--- config.mk ---
export PLATFORM = sky130hd
export DESIGN_NAME = bit_serial_adder_ctrl
export DESIGN_NICKNAME = d
export VERILOG_FILES = /design/src/rtl/bit_serial_adder_ctrl.sv
export SDC_FILE = /design/constraint.sdc
export NUM_CORES = 1
export LEC_CHECK = 0
export CELL_PAD_IN_SITES_DETAIL_PLACEMENT = 0
export CELL_PAD_IN_SITES_GLOBAL_PLACEMENT = 1
export CORE_MARGIN = 2
export CORE_UTILIZATION = 44
export DETAILED_ROUTE_END_ITERATION = 16
export PLACE_DENSITY_LB_ADDON = 0.1
export SLEW_MARGIN = 20
export SYNTH_ARGS = -nofsm -noshare
export SYNTH_HDL_FRONTEND = slang
export SYNTH_SLANG_ARGS = --single-unit
export TNS_END_PERCENT = 100
--- constraint.sdc ---
create_clock -name clk -period 2.5 [get_ports clk]
set_input_delay 0.25 -clock clk [delete_from_list [all_inputs] [get_ports clk]]
set_output_delay 0.25 -clock clk [all_outputs]
set_load 0.05 [all_outputs]
--- src/rtl/bit_serial_adder_ctrl.sv ---
// ---------------------------------------------------------------------------
// bit_serial_adder_ctrl
//   Adds two WIDTH-bit operands plus a carry-in one bit per clock, LSB first,
//   through a single full_adder. A start in IDLE captures the operands. RUN
//   then takes WIDTH cycles, one result bit per cycle. The result appears in
//   sum/c_out on the RUN->DONE edge. DONE lasts one cycle, then the block
//   returns to IDLE.
//
//   Ports
//     clk    in   rising-edge clock
//     rst_n  in   asynchronous active-low reset
//     start  in   begin an addition (honoured in IDLE only)
//     a, b   in   WIDTH-bit operands, captured with an accepted start
//     c_in   in   carry-in, captured with an accepted start
//     busy   out  high while RUN
//     done   out  one-cycle pulse while DONE (new result valid)
//     sum    out  WIDTH-bit result of the last completed addition
//     c_out  out  carry-out of the last completed addition
// ---------------------------------------------------------------------------

module full_adder (
  input  logic a,
  input  logic b,
  input  logic c_in,
  output logic s_out,
  output logic c_out
);
  assign s_out = a ^ b ^ c_in;
  assign c_out = (a & b) | (c_in & (a ^ b));
endmodule

module bit_serial_adder_ctrl #(
  parameter int WIDTH = 8
) (
  input  logic             clk,
  input  logic             rst_n,
  input  logic             start,
  input  logic [WIDTH-1:0] a,
  input  logic [WIDTH-1:0] b,
  input  logic             c_in,
  output logic             busy,
  output logic             done,
  output logic [WIDTH-1:0] sum,
  output logic             c_out
);

  localparam int CW = $clog2(WIDTH + 1);
  localparam logic [CW-1:0] LAST = CW'(WIDTH - 1);

  typedef enum logic [1:0] {IDLE, RUN, DONE} state_e;

  state_e           state_q;
  logic [WIDTH-1:0] a_q, b_q;
  logic             cy_q;
  // Only WIDTH-1 sum bits need storing: the final bit comes straight from
  // the adder on the completing edge.
  logic [WIDTH-2:0] ps_q, ps_d;
  logic [CW-1:0]    cnt_q, cnt_d;
  logic [WIDTH-1:0] sum_q, full_d;
  logic             co_q, busy_q, done_q;
  logic             fa_s, fa_c;

  full_adder u_fa (
    .a    (a_q[0]),
    .b    (b_q[0]),
    .c_in (cy_q),
    .s_out(fa_s),
    .c_out(fa_c)
  );

  // New bit enters at the MSB; after WIDTH shifts full_d holds the whole sum.
  always_comb begin
    full_d = {fa_s, ps_q};
    ps_d   = full_d[WIDTH-1:1];
    cnt_d  = cnt_q + CW'(1);
  end

  always_ff @(posedge clk or negedge rst_n) begin
    if (!rst_n) begin
      state_q <= IDLE;
      a_q     <= '0;
      b_q     <= '0;
      cy_q    <= 1'b0;
      ps_q    <= '0;
      cnt_q   <= '0;
      sum_q   <= '0;
      co_q    <= 1'b0;
      busy_q  <= 1'b0;
      done_q  <= 1'b0;
    end else begin
      case (state_q)
        IDLE: begin
          if (start) begin
            a_q     <= a;
            b_q     <= b;
            cy_q    <= c_in;
            cnt_q   <= '0;
            state_q <= RUN;
            busy_q  <= 1'b1;
          end
        end
        RUN: begin
          a_q   <= a_q >> 1;
          b_q   <= b_q >> 1;
          cy_q  <= fa_c;
          ps_q  <= ps_d;
          cnt_q <= cnt_d;
          if (cnt_q == LAST) begin
            sum_q   <= full_d;
            co_q    <= fa_c;
            state_q <= DONE;
            busy_q  <= 1'b0;
            done_q  <= 1'b1;
          end
        end
        DONE: begin
          state_q <= IDLE;
          done_q  <= 1'b0;
        end
        default: begin
          state_q <= IDLE;
          busy_q  <= 1'b0;
          done_q  <= 1'b0;
        end
      endcase
    end
  end

  assign busy  = busy_q;
  assign done  = done_q;
  assign sum   = sum_q;
  assign c_out = co_q;

endmodule

Word level (Yosys, flattened, before mapping)
Index checks and enable logic that the tools add are counted.
{ "totals": {"regBits": 41, "input_bits": 20, "output_inout_bits": 11, "wordCells": 46} }
{ "classes": {"n_addsub": 1, "n_eq_ne": 5, "muxes": 16, "bitwise_logic": 7, "n_reduce_logical": 7} }
{ "op_table": {"columns": ["op", "n"], "rows": [
  ["case mux 8 bit (2 select lines)", 2],
  ["2-to-1 mux 8 bit", 2],
  ["case mux 4 bit (2 select lines)", 1],
  ["AND reduction 2 bit", 4],
  ["adder 4 x 1 -> 4 bit, second input constant", 1],
  ["equality test 4 x 3 -> 1 bit, second input constant", 1],
  ["2-to-1 mux 1 bit", 4],
  ["2-to-1 mux 2 bit", 2],
  ["2-to-1 mux 4 bit", 1],
  ["inequality test 2 bit, second input constant", 2],
  ["case mux 1 bit (2 select lines)", 2],
  ["case mux 2 bit (2 select lines)", 1],
  ["case mux 1 bit (3 select lines)", 1],
  ["AND reduction 3 bit", 1],
  ["bitwise AND 1 bit", 2],
  ["equality test 2 x 1 -> 1 bit, second input constant", 1],
  ["equality test 2 bit, second input constant", 1],
  ["logical NOT 2 bit", 1],
  ["inverter 1 bit", 2],
  ["nonzero test 2 bit", 1],
  ["bitwise XOR 1 bit", 2],
  ["OR 1 bit", 1]
]} }

Depth between registers and ports, before layout
Gate-level depths: netlist (run 1).
{ "depth": {"word_depth": 4, "depth_mapped": 5, "ltp_nobuf": 4} }

Hierarchy
From an unflattened synthesis (run 1), not the netlist that was laid out.
{ "unflattened": {"cells_unflattened": 151, "hier_area_um2": 1793.0} }
{ "by_module_without_submodules": {"columns": ["module", "n_inst", "cells_per_inst", "area_per_inst_um2", "seq_area_each_um2"], "rows": [
  ["bit_serial_adder_ctrl", 1, 150, 1773.0, 1026.0],
  ["full_adder", 1, 1, 20.0, 0.0]
]} }

Worst setup path before layout (run 1)
Ideal clock, no wire load.
{ "synth_path": {"path_type": "flip-flop to flip-flop", "from": "register cnt_q[0]", "to": "register co_q (netlist: c_out)", "setup_ns": 0.125, "arrival_time_ns": 1.366, "required_ns": 2.375, "path_slack_ns": 1.008, "path_stages_with_launch": 6, "n_path_buf": 1, "period_less_slack_ns": 1.492, "path_cell_list": "dfrtp_1 -> ha_1 -> and3b_1 -> and2_4 -> buf_8 -> mux2_4"} }
{ "synth_between": {"elab_chain_len": 2} }
{ "synth_lines": {"columns": ["item", "line_no", "rtl"], "rows": [
  ["start: declaration", "58", "logic [CW-1:0] cnt_q, cnt_d;"],
  ["start signal: assignment", "107", "cnt_q <= cnt_d;"],
  ["equality test 4 x 3 -> 1 bit", "108", "if (cnt_q == LAST) begin"],
  ["AND reduction 2 bit (no source line)", null, null],
  ["end signal: assignment", "87", "co_q <= 1'b0;"],
  ["end signal: assignment", "110", "co_q <= fa_c;"],
  ["end: declaration", "60", "logic co_q, busy_q, done_q;"]
]} }
Every way passes these cells.
A chain may end at the register's enable or synchronous reset.

Worst setup path in the final report (run 1)
{ "layout_path": {"from": "register state_q[0]", "to": "register cnt_q[3]"} }
{ "layout_between": {"elab_chain_len": 3, "elab_cells_between_ends": 6, "classes_between": "2 x eq/ne; 1 x mux; 3 x reduce/logical"} }
{ "layout_lines": {"columns": ["item", "line_no", "rtl"], "rows": [
  ["start: declaration", "52", "state_e state_q;"],
  ["start signal: assignment", "80", "state_q <= IDLE;"],
  ["start signal: assignment", "98", "state_q <= RUN;"],
  ["start signal: assignment", "111", "state_q <= DONE;"],
  ["equality test 2 x 1 -> 1 bit / logical NOT 2 bit (equally long branches)", "91", "case (state_q)"],
  ["nonzero test 2 bit (no source line) / inequality test 2 bit (equally long branches)", null, null],
  ["AND reduction 2 bit (no source line)", null, null]
]} }
Parallel ways exist; a longest one is shown, timed or not.

==> results.json, run 1 <==
{
  "cts-buffers-inserted": 5,
  "final_cell_area_um2": 2310,
  "max_cap_viol_count": 0,
  "clock_tree.buffer_depth": 2,
  "vdd_drop_max_mv": 0.511,
  "first_pass_grt_wire_length_um": 6450,
  "max_slew_margin": 0.388,
  "p_int_uw": 1920,
  "syn_to_final_growth_pct": 25.5,
  "synth_simple_gate_area_share": 0.0967,
  "path_cells": "buf_4 -> o21bai_1 -> nand2_1 -> o311ai_0",
  "share_seq_of_total_power": 0.383,
  "final_worst_path_period_need_ps": 1800,
  "boundaryPins": 31,
  "timing.critical_path.required_ps": 2670,
  "detail_route.first_pass.iterations": 4,
  "dr_wl_cell_um": 15.6,
  "grt-ovfl-total": 0,
  "antenna-diode-count": 0,
  "worstSetupEndpointType": "flop",
  "worst_margin_pin_slew_ps": 918,
  "critical-path-slowest-cell": "o21bai_1",
  "die_height_um": 68.6,
  "floorplan.die.width_um": 68.6,
  "timing.final.ws_setup_ps": 698,
  "p_sw_uw": 1120,
  "synth_edf_count": 0,
  "globalRouteTotalUtil": 0.190,
  "initial_utilization": 0.459,
  "htree_levels": 2,
  "timing.critical_path.fanout_max": 13,
  "crit_type": "flop to flop",
  "power.share.switching": 0.368,
  "clkTransAtPathRegs_ps": 80,
  "combPwrFrac": 0.412,
  "yosys.cell_count.top_type": "dfrtp_1",
  "drt.antenna.violating_nets": 0,
  "fin_skew_ps": 6.15,
  "power-per-cell-area_nw_per_um2": 1320,
  "grt_start_max_net_pins": 42,
  "total_of_fill_cells_in_the_finished_design": 341,
  "fmax_mhz": 555,
  "setup-violations-final": 0,
  "synth_top_family_by_area": "compound AO/OA/AOI/OAI gates",
  "finish.net_count": 210,
  "fraction_of_final_layout_cells_with_drive_strength_greater_than_1": 0.169,
  "num_rows": 23,
  "min_delay_path_class": "input port to async pin",
  "synth_nets": 178,
  "cts.repair.resized": 0,
  "synthDistinctLibCells": 27,
  "placement.io_buffers": 30,
  "gpl.final_weighted_congestion": 0.823,
  "grt_pass1_vias": 1348,
  "synth_top_cells_by_count": "dfrtp_1 (41), o21ai_0 (20), a22oi_1 (14)",
  "yosys.area_share.adder": 0.0177,
  "finalMaxSlewViolations": 0,
  "route.vias.total": 1303,
  "synth-xor-area-share": 0,
  "fin_setup_tns_ps": 0,
  "synth_top_area_frac": 0.558,
  "cts.hold.buffers_added": 0,
  "coreArea_um2": 4000,
  "clkPwrFrac": 0.205,
  "worst_ep_arrival_ps": 1980,
  "post-synth-top-area-cell": "dfrtp_1",
  "drt_wl_total_um": 3730,
  "post_synth_instance_area_um2": 1840,
  "drc": 0,
  "post-route-util": 0.576,
  "synthFlopType": "dfrtp_1",
  "synth-seq-cells": 41,
  "clk-insertion-delay-late_ps": 290,
  "largest_cells_by_area_after_synthesis": "dfrtp_1 (56%), mux2_4 (6.5%), a22oi_1 (5.7%), o21ai_0 (5.4%), mux2_2 (4.9%)",
  "synth-async-reset-ratio": 1.00,
  "cts-root-buf": "clkbuf_8",
  "critical-path-max-stage-delay_ps": 710,
  "report.final.hold_viol_count": 0,
  "grt_antenna_before_repair": 0,
  "kind_of_launch_point_of_the_worst_setup_path": "flop",
  "ys.warnings.count": 0,
  "hpwlAfterDp_um": 2580,
  "clock-sinks": 41,
  "p_leak_uw": 0.00101,
  "synthesized_area_fraction_occupied_by_ao_oa_aoi_and_oai_cells": 0.174,
  "p_total_uw": 3040,
  "grt_setup_unrepaired": "false",
  "detail_route.vias_per_cell": 5.45,
  "synthesis.instances": 156,
  "run_status": "completed",
  "detailedRoute.firstIterationViolations": 63,
  "placed_cell_area_um2": 2170,
  "place_ws_ps": 565,
  "synth-seq-area-share": 0.558,
  "postCtsSetupRepairBufs": 0,
  "synthMuxAreaShare": 0.114,
  "tritoncts": "yes",
  "min_period_over_period": 0.721,
  "synth.avg_cell_area_um2": 11.8,
  "dieArea_um2": 4710
}
-- cell usage in the layout (no fill, tap or decap), drive strengths merged, types with 2 or more instances in the layout --
| cell | count |
|---|---|
| dfrtp | 41 |
| buf | 6 |
| and2 | 2 |
| mux2 | 16 |
| nor2b | 14 |
| bufinv | 2 |
| nand3 | 2 |
| a22oi | 14 |
| clkbuf | 5 |
| a21oi | 13 |
| nand2 | 11 |
| clkdlybuf4s50 | 29 |
| o21ai | 20 |
| inv | 3 |
-- worst max-delay path, delay by kind of cell (launching register included) --
| family | cells | cell delay [ps] |
|---|---|---|
| DFF | 1 | 510 |
| and+or+nand+nor | 1 | 100 |
| AOI/OAI and AO/OA | 2 | 840 |
| buffers and inverters | 1 | 240 |
-- per-stage QoR --
stage,instances,hold WS [ps]
floorplan,156,-45.6
global placement,231,422
detailed placement,231,440
CTS,239,119
global route,239,140
finish,239,87.2
-- cell families after synthesis --
| logic type | count (synthesis) |
|---|---|
| compound gates | 53 |
| mux | 16 |
| fa+ha+maj | 2 |
| buf+inv | 13 |
| flops | 41 |
| simple gates | 31 |
-- final timing paths --
kind	from	to	slack, ps	depth (start not counted)
max in group asynchronous	rst_n	state_q[0]	1840	1
min in group clk	done	done	480	1
worst max-delay path	state_q[0]	cnt_q[3]	700	4
worst min-delay path	rst_n	sum[2]	90	1
worst min register to register	done	done	480	1
worst max register to register	state_q[0]	cnt_q[3]	700	4
-- final cells by class --
type                    instances  area (um^2)  area share
repair buffers                 35          333       0.144
multi-input cells             102          739       0.321
clock buffers                   5         68.8      0.0298
well taps                      50         62.6      0.0271
flip-flops and latches         41         1030       0.445
inverters                       3         11.3     0.00488
clock inverters                 3         65.1      0.0282
-- power groups by stage --
stage                     sequential [uW]  combinational [uW]  clock [uW]
after floorplan                      1380                 695           0
after global placement               1160                1240           0
after detailed placement             1180                1260           0
after CTS                            1170                1260         644
after global routing                 1210                1380         669
final                                1160                1250         624
-- flip-flops by register name (all words and copies together) (netlist names) --
signal,cells
a_q,8
b_q,8
busy,1
c_out,1
cnt_q,4
cy_q,1
done,1
ps_q,7
state_q,2
sum,8
-- metal layers --
layer / track usage / wire length, um / up-vias
met5: 0 / 0 / -
met4: 0.0825 / 62 / 0
met3: 0.0406 / 198 / 7
met2: 0.306 / 1810 / 34
met1: 0.247 / 1660 / 644
li1: - / - / 618
No activity file was read; power rests on OpenSTA's default activity.
==> run 2: changes to the inputs <==
Settings changed: CORE_UTILIZATION 44 to 41.
Clock period 2.5 ns to 1.9 ns, I/O delays scaled along.
==> run 2 against run 1 <==
Design area grew 0.43%. Utilization shrank 4.1 points. Wire length down 2.4%. First-iteration DRC count is 6.3% higher. Sequential share of layout area is 0.19 points lower. Critical endpoint is now busy. Final cell count increased by 2.9%. Die area is 6.9% higher. Highest routed layer unchanged. Non-clock buffer count rose by 5. Clock skew shrank 2.6 ps. Flip-flop and latch count is the same. Count of clock-buffer cells in the layout increased by 2. Setup slack worse by 460 ps.
==> results.json, run 2 (same netlist as run 1, synthesis figures left out) <==
{
  "run_status": "completed",
  "hpwlAfterDp_um": 2540,
  "grt_start_max_net_pins": 42,
  "clock-sinks": 41,
  "drc": 0,
  "worst_ep_arrival_ps": 1470,
  "clock_tree.buffer_depth": 2,
  "most_frequent_standard_cell_in_the_layout_excluding_fill_and_tap_cells": "dfrtp_1",
  "grt_pass1_vias": 1351,
  "dieArea_um2": 5030,
  "critical-path-slowest-cell": "clkdlybuf4s50_1",
  "cts.hold.buffers_added": 1,
  "dr_wl_cell_um": 14.8,
  "crit_type": "flop to primary output",
  "worstSetupEndpointType": "primary output",
  "path_cells": "clkdlybuf4s50_1",
  "syn_to_final_growth_pct": 26.0,
  "vdd_drop_max_mv": 0.609,
  "cts.repair.resized": 0,
  "p_int_uw": 2370,
  "grt-ovfl-total": 0,
  "detailedRoute.firstIterationViolations": 67,
  "power.share.switching": 0.380,
  "clkTransAtPathRegs_ps": 80,
  "timing.critical_path.required_ps": 1710,
  "htree_levels": 2,
  "timing.critical_path.max_delay_family": "buffers and inverters",
  "cts-root-buf": "clkbuf_8",
  "boundaryPins": 31,
  "fmax_mhz": 602,
  "total_of_fill_cells_in_the_finished_design": 395,
  "hp-start": "done",
  "tritoncts": "yes",
  "worst_margin_pin_slew_ps": 521,
  "min_delay_path_class": "flop to flop",
  "die_height_um": 71.0,
  "placement.io_buffers": 30,
  "clkPwrFrac": 0.161,
  "coreArea_um2": 4320,
  "critical_path.startpoint": "busy",
  "p_leak_uw": 0.00102,
  "cts-buffers-inserted": 5,
  "first_pass_grt_wire_length_um": 6460,
  "antenna-diode-count": 0,
  "grt_setup_unrepaired": "false",
  "max_slew_margin": 0.653,
  "drt_wl_total_um": 3640,
  "critPathBufInv": 1,
  "drt.antenna.violating_nets": 0,
  "worst_reg2reg_path_startpoint": "cnt_q[0]",
  "num_rows": 24,
  "final_worst_path_period_need_ps": 1660,
  "grt_antenna_before_repair": 0,
  "gpl.final_weighted_congestion": 0.875,
  "floorplan.die.width_um": 71.0,
  "detail_route.first_pass.iterations": 4,
  "max_cap_viol_count": 0,
  "route.vias.total": 1315,
  "finalMaxSlewViolations": 0,
  "setup-violations-final": 0,
  "critical-path-max-stage-delay_ps": 810,
  "fraction_of_final_layout_cells_with_drive_strength_greater_than_1": 0.186,
  "fin_setup_tns_ps": 0,
  "combPwrFrac": 0.438,
  "clk-insertion-delay-late_ps": 290,
  "timing.critical_path.fanout_max": 3,
  "share_seq_of_total_power": 0.401,
  "fin_worst_hold_slack_ps": 479,
  "fin_skew_ps": 3.58,
  "globalRouteTotalUtil": 0.161,
  "mostFrequentLayoutCells": "dfrtp_1 (41), clkdlybuf4s50_1 (29), o21ai_0 (20)",
  "detail_route.vias_per_cell": 5.35,
  "postCtsSetupRepairBufs": 0,
  "initial_utilization": 0.425,
  "report.final.hold_viol_count": 0,
  "p_sw_uw": 1450,
  "finish.net_count": 215,
  "kind_of_launch_point_of_the_worst_setup_path": "flop",
  "min_period_over_period": 0.875,
  "power-per-cell-area_nw_per_um2": 1650
}
## run 2: cell count changes in the layout (fill, tap and decap cells not counted)
cell	change
clkbuf_8	+2
buf_4	+4
dlygate4sd3_1	+1
bufinv_16	-2
## run 2: layout make-up
| cell class | instances | area [um^2] | share of cell area |
|---|---|---|---|
| clock inverters | 1 | 5.00 | 0.00216 |
| multi-input cells | 102 | 739 | 0.319 |
| inverters | 3 | 11.3 | 0.00486 |
| flip-flops and latches | 41 | 1030 | 0.443 |
| clock buffers | 7 | 96.3 | 0.0416 |
| well taps | 52 | 65.1 | 0.0281 |
| repair buffers | 40 | 373 | 0.161 |
## run 2: per-stage QoR
stage	total power, uW	util	worst slack, ps	std cells	cell area [um^2]
after global placement	3190	0.510	367	237	2200
after CTS	3880	0.536	222	246	2320
after detailed placement	3240	0.510	289	237	2200
after global routing	4110	0.536	190	246	2320
final	3820	0.536	238	246	2320
after floorplan	2730	-	408	156	1840
## run 2: worst paths after layout
check	to	slack [ps]	cells after the start
max in group asynchronous	c_out	1050	3
max reg2reg	sum[0]	360	4
min in group asynchronous	sum[2]	490	3
max	busy	240	1
min reg2reg	done	480	1
min	done	480	1
## run 2: power groups by stage
stage | Combinational, uW | Clock, uW | Sequential, uW
after floorplan | 915 | 0 | 1810
after global placement | 1650 | 0 | 1540
after detailed placement | 1690 | 0 | 1560
after CTS | 1700 | 641 | 1540
after global routing | 1830 | 681 | 1590
final | 1670 | 617 | 1530
## run 2: metal layers
metal	track usage	vias up	routed length, um	part of all wire
met2	0.250	42	1680	0.46
li1	-	632	-	-
met1	0.227	639	1770	0.49
met3	0.0427	2	172	0.047
met4	0.0377	0	17	0.0047
met5	0	-	0	0
==> run 3: changes to the inputs <==
Settings changed: ABC_AREA set to 1, CORE_UTILIZATION 41 to 39, SLEW_MARGIN 20 to unset.
==> run 3 against run 2 <==
Global-route usage increased by 0.76 points. Largest power group unchanged. First-iteration DRC count increased by 10%. Highest routed layer unchanged. Critical endpoint is now c_out. Maximum frequency increased by 1.6%. Critical path depth unchanged. Critical path type unchanged.
==> results.json, run 3 <==
{
  "run_status": "completed",
  "grt-ovfl-total": 0,
  "clk-insertion-delay-late_ps": 290,
  "boundaryPins": 31,
  "critical-path-slowest-cell": "clkdlybuf4s50_1",
  "grt_setup_unrepaired": "false",
  "most_frequent_standard_cell_in_the_layout_excluding_fill_and_tap_cells": "nand2_1",
  "report.final.hold_viol_count": 0,
  "worstSetupEndpointType": "primary output",
  "floorplan.die.width_um": 71.5,
  "p_sw_uw": 1570,
  "num_rows": 24,
  "finalMaxSlewViolations": 0,
  "drt_wl_total_um": 3740,
  "clkTransAtPathRegs_ps": 80,
  "power.share.switching": 0.434,
  "fin_skew_ps": 7.84,
  "share_seq_of_total_power": 0.409,
  "critPathBufInv": 1,
  "tritoncts": "yes",
  "crit_type": "flop to primary output",
  "htree_levels": 2,
  "synth_edf_count": 0,
  "initial_utilization": 0.406,
  "drc": 0,
  "fin_worst_hold_slack_ps": 302,
  "cts.repair.resized": 0,
  "syn_to_final_growth_pct": 24.0,
  "synth_nets": 221,
  "min_period_over_period": 0.861,
  "path_cells": "clkdlybuf4s50_1",
  "cts.hold.buffers_added": 1,
  "mostFrequentLayoutCells": "nand2_1 (84), dfrtp_1 (41), nand3_1 (38)",
  "gpl.final_weighted_congestion": 0.700,
  "max_cap_viol_count": 0,
  "total_of_fill_cells_in_the_finished_design": 422,
  "globalRouteTotalUtil": 0.168,
  "die_height_um": 71.5,
  "ys.warnings.count": 0,
  "drt.antenna.violating_nets": 0,
  "min_delay_path_class": "input port to async pin",
  "hpwlAfterDp_um": 2510,
  "synth-async-reset-ratio": 1.00,
  "antenna-diode-count": 0,
  "coreArea_um2": 4380,
  "post_synth_instance_area_um2": 1780,
  "grt_pass1_vias": 1423,
  "p_int_uw": 2050,
  "synthesis.instances": 199,
  "synth-seq-area-share": 0.577,
  "timing.critical_path.fanout_max": 2,
  "cts-buffers-inserted": 5,
  "worst_ep_arrival_ps": 1450,
  "final_worst_path_period_need_ps": 1640,
  "fin_setup_tns_ps": 0,
  "largest_cells_by_area_after_synthesis": "dfrtp_1 (58%), nand2_1 (18%), nand3_1 (11%), buf_6 (2.5%), o21ai_0 (2.0%)",
  "fmax_mhz": 611,
  "combPwrFrac": 0.437,
  "timing.critical_path.max_delay_family": "buffers and inverters",
  "synth-seq-cells": 41,
  "detail_route.vias_per_cell": 4.87,
  "critical-path-max-stage-delay_ps": 800,
  "route.vias.total": 1398,
  "post-synth-top-area-cell": "dfrtp_1",
  "detailedRoute.firstIterationViolations": 74,
  "first_pass_grt_wire_length_um": 6690,
  "vdd_drop_max_mv": 0.543,
  "worst_margin_pin_slew_ps": 496,
  "grt_antenna_before_repair": 0,
  "postCtsSetupRepairBufs": 0,
  "timing.critical_path.required_ps": 1710,
  "synth.avg_cell_area_um2": 8.94,
  "dr_wl_cell_um": 13.0,
  "cts-root-buf": "clkbuf_8",
  "synth_top_cells_by_count": "nand2_1 (84), dfrtp_1 (41), nand3_1 (38)",
  "kind_of_launch_point_of_the_worst_setup_path": "flop",
  "setup-violations-final": 0,
  "p_leak_uw": 0.00108,
  "power-per-cell-area_nw_per_um2": 1640,
  "synth_top_area_frac": 0.577,
  "yosys.cell_count.top_type": "nand2_1",
  "clock-sinks": 41,
  "max_slew_margin": 0.668,
  "grt_start_max_net_pins": 31,
  "fraction_of_final_layout_cells_with_drive_strength_greater_than_1": 0.0979,
  "finish.net_count": 256,
  "dieArea_um2": 5120,
  "detail_route.first_pass.iterations": 4,
  "clock_tree.buffer_depth": 2,
  "placement.io_buffers": 30,
  "synthDistinctLibCells": 18,
  "synthFlopType": "dfrtp_1",
  "clkPwrFrac": 0.154
}
[run 3: cell families (layout without fill, tap and decap cells)]
family          Yosys count  count (layout)  synth area share
flops                    41              41             0.577
compound gates            8               8            0.0225
simple gates            131             131             0.326
buf+inv                  17              53            0.0570
fa+ha+maj                 2               2            0.0183
[run 3: per-stage QoR]
stage	cells	total power, uW	cell area (um^2)	setup WS [ps]	util
after floorplan	199	2660	1780	811	-
after global placement	278	3050	2110	582	0.481
after detailed placement	278	3100	2110	552	0.481
after CTS	287	3680	2210	243	0.503
after global routing	287	3930	2210	200	0.503
final	287	3620	2210	264	0.503
[run 3: cell type report]
type                       count  area (um^2)  share of cell area
sequential                    41         1030               0.465
multi-input combinational    141          652               0.296
timing repair buffer          36          343               0.155
clock buffer                   5         68.8              0.0312
tap                           52         65.1              0.0295
inverter                       9         33.8              0.0153
clock inverter                 3         17.5             0.00794
[run 3: final timing paths]
kind,end,startpoint,slack (ps),cells after the start
setup / recovery,c_out,c_out,260,1
hold / removal,sum[3],rst_n,300,2
setup reg to reg,cnt_q[2],state_q[0],550,5
hold reg to reg,sum[3],ps_q[3],470,2
max in group asynchronous,cnt_q[3],rst_n,1070,3
min in group clk,b_q[7],b[7],430,3
[run 3: per-layer routing]
layer | wire length, um | track usage | up-vias
li1 | - | - | 702
met1 | 1680 | 0.218 | 654
met2 | 1860 | 0.277 | 40
met3 | 183 | 0.0506 | 2
met4 | 17 | 0.0440 | 0
met5 | 0 | 0 | -
[run 3: power groups by stage]
stage / Combinational (uW) / Sequential [uW] / Clock [uW]
floorplan: 821 / 1840 / 0
finish: 1580 / 1480 / 557
CTS: 1610 / 1480 / 585
detailed placement: 1600 / 1500 / 0
global placement: 1570 / 1480 / 0
global route: 1760 / 1540 / 627
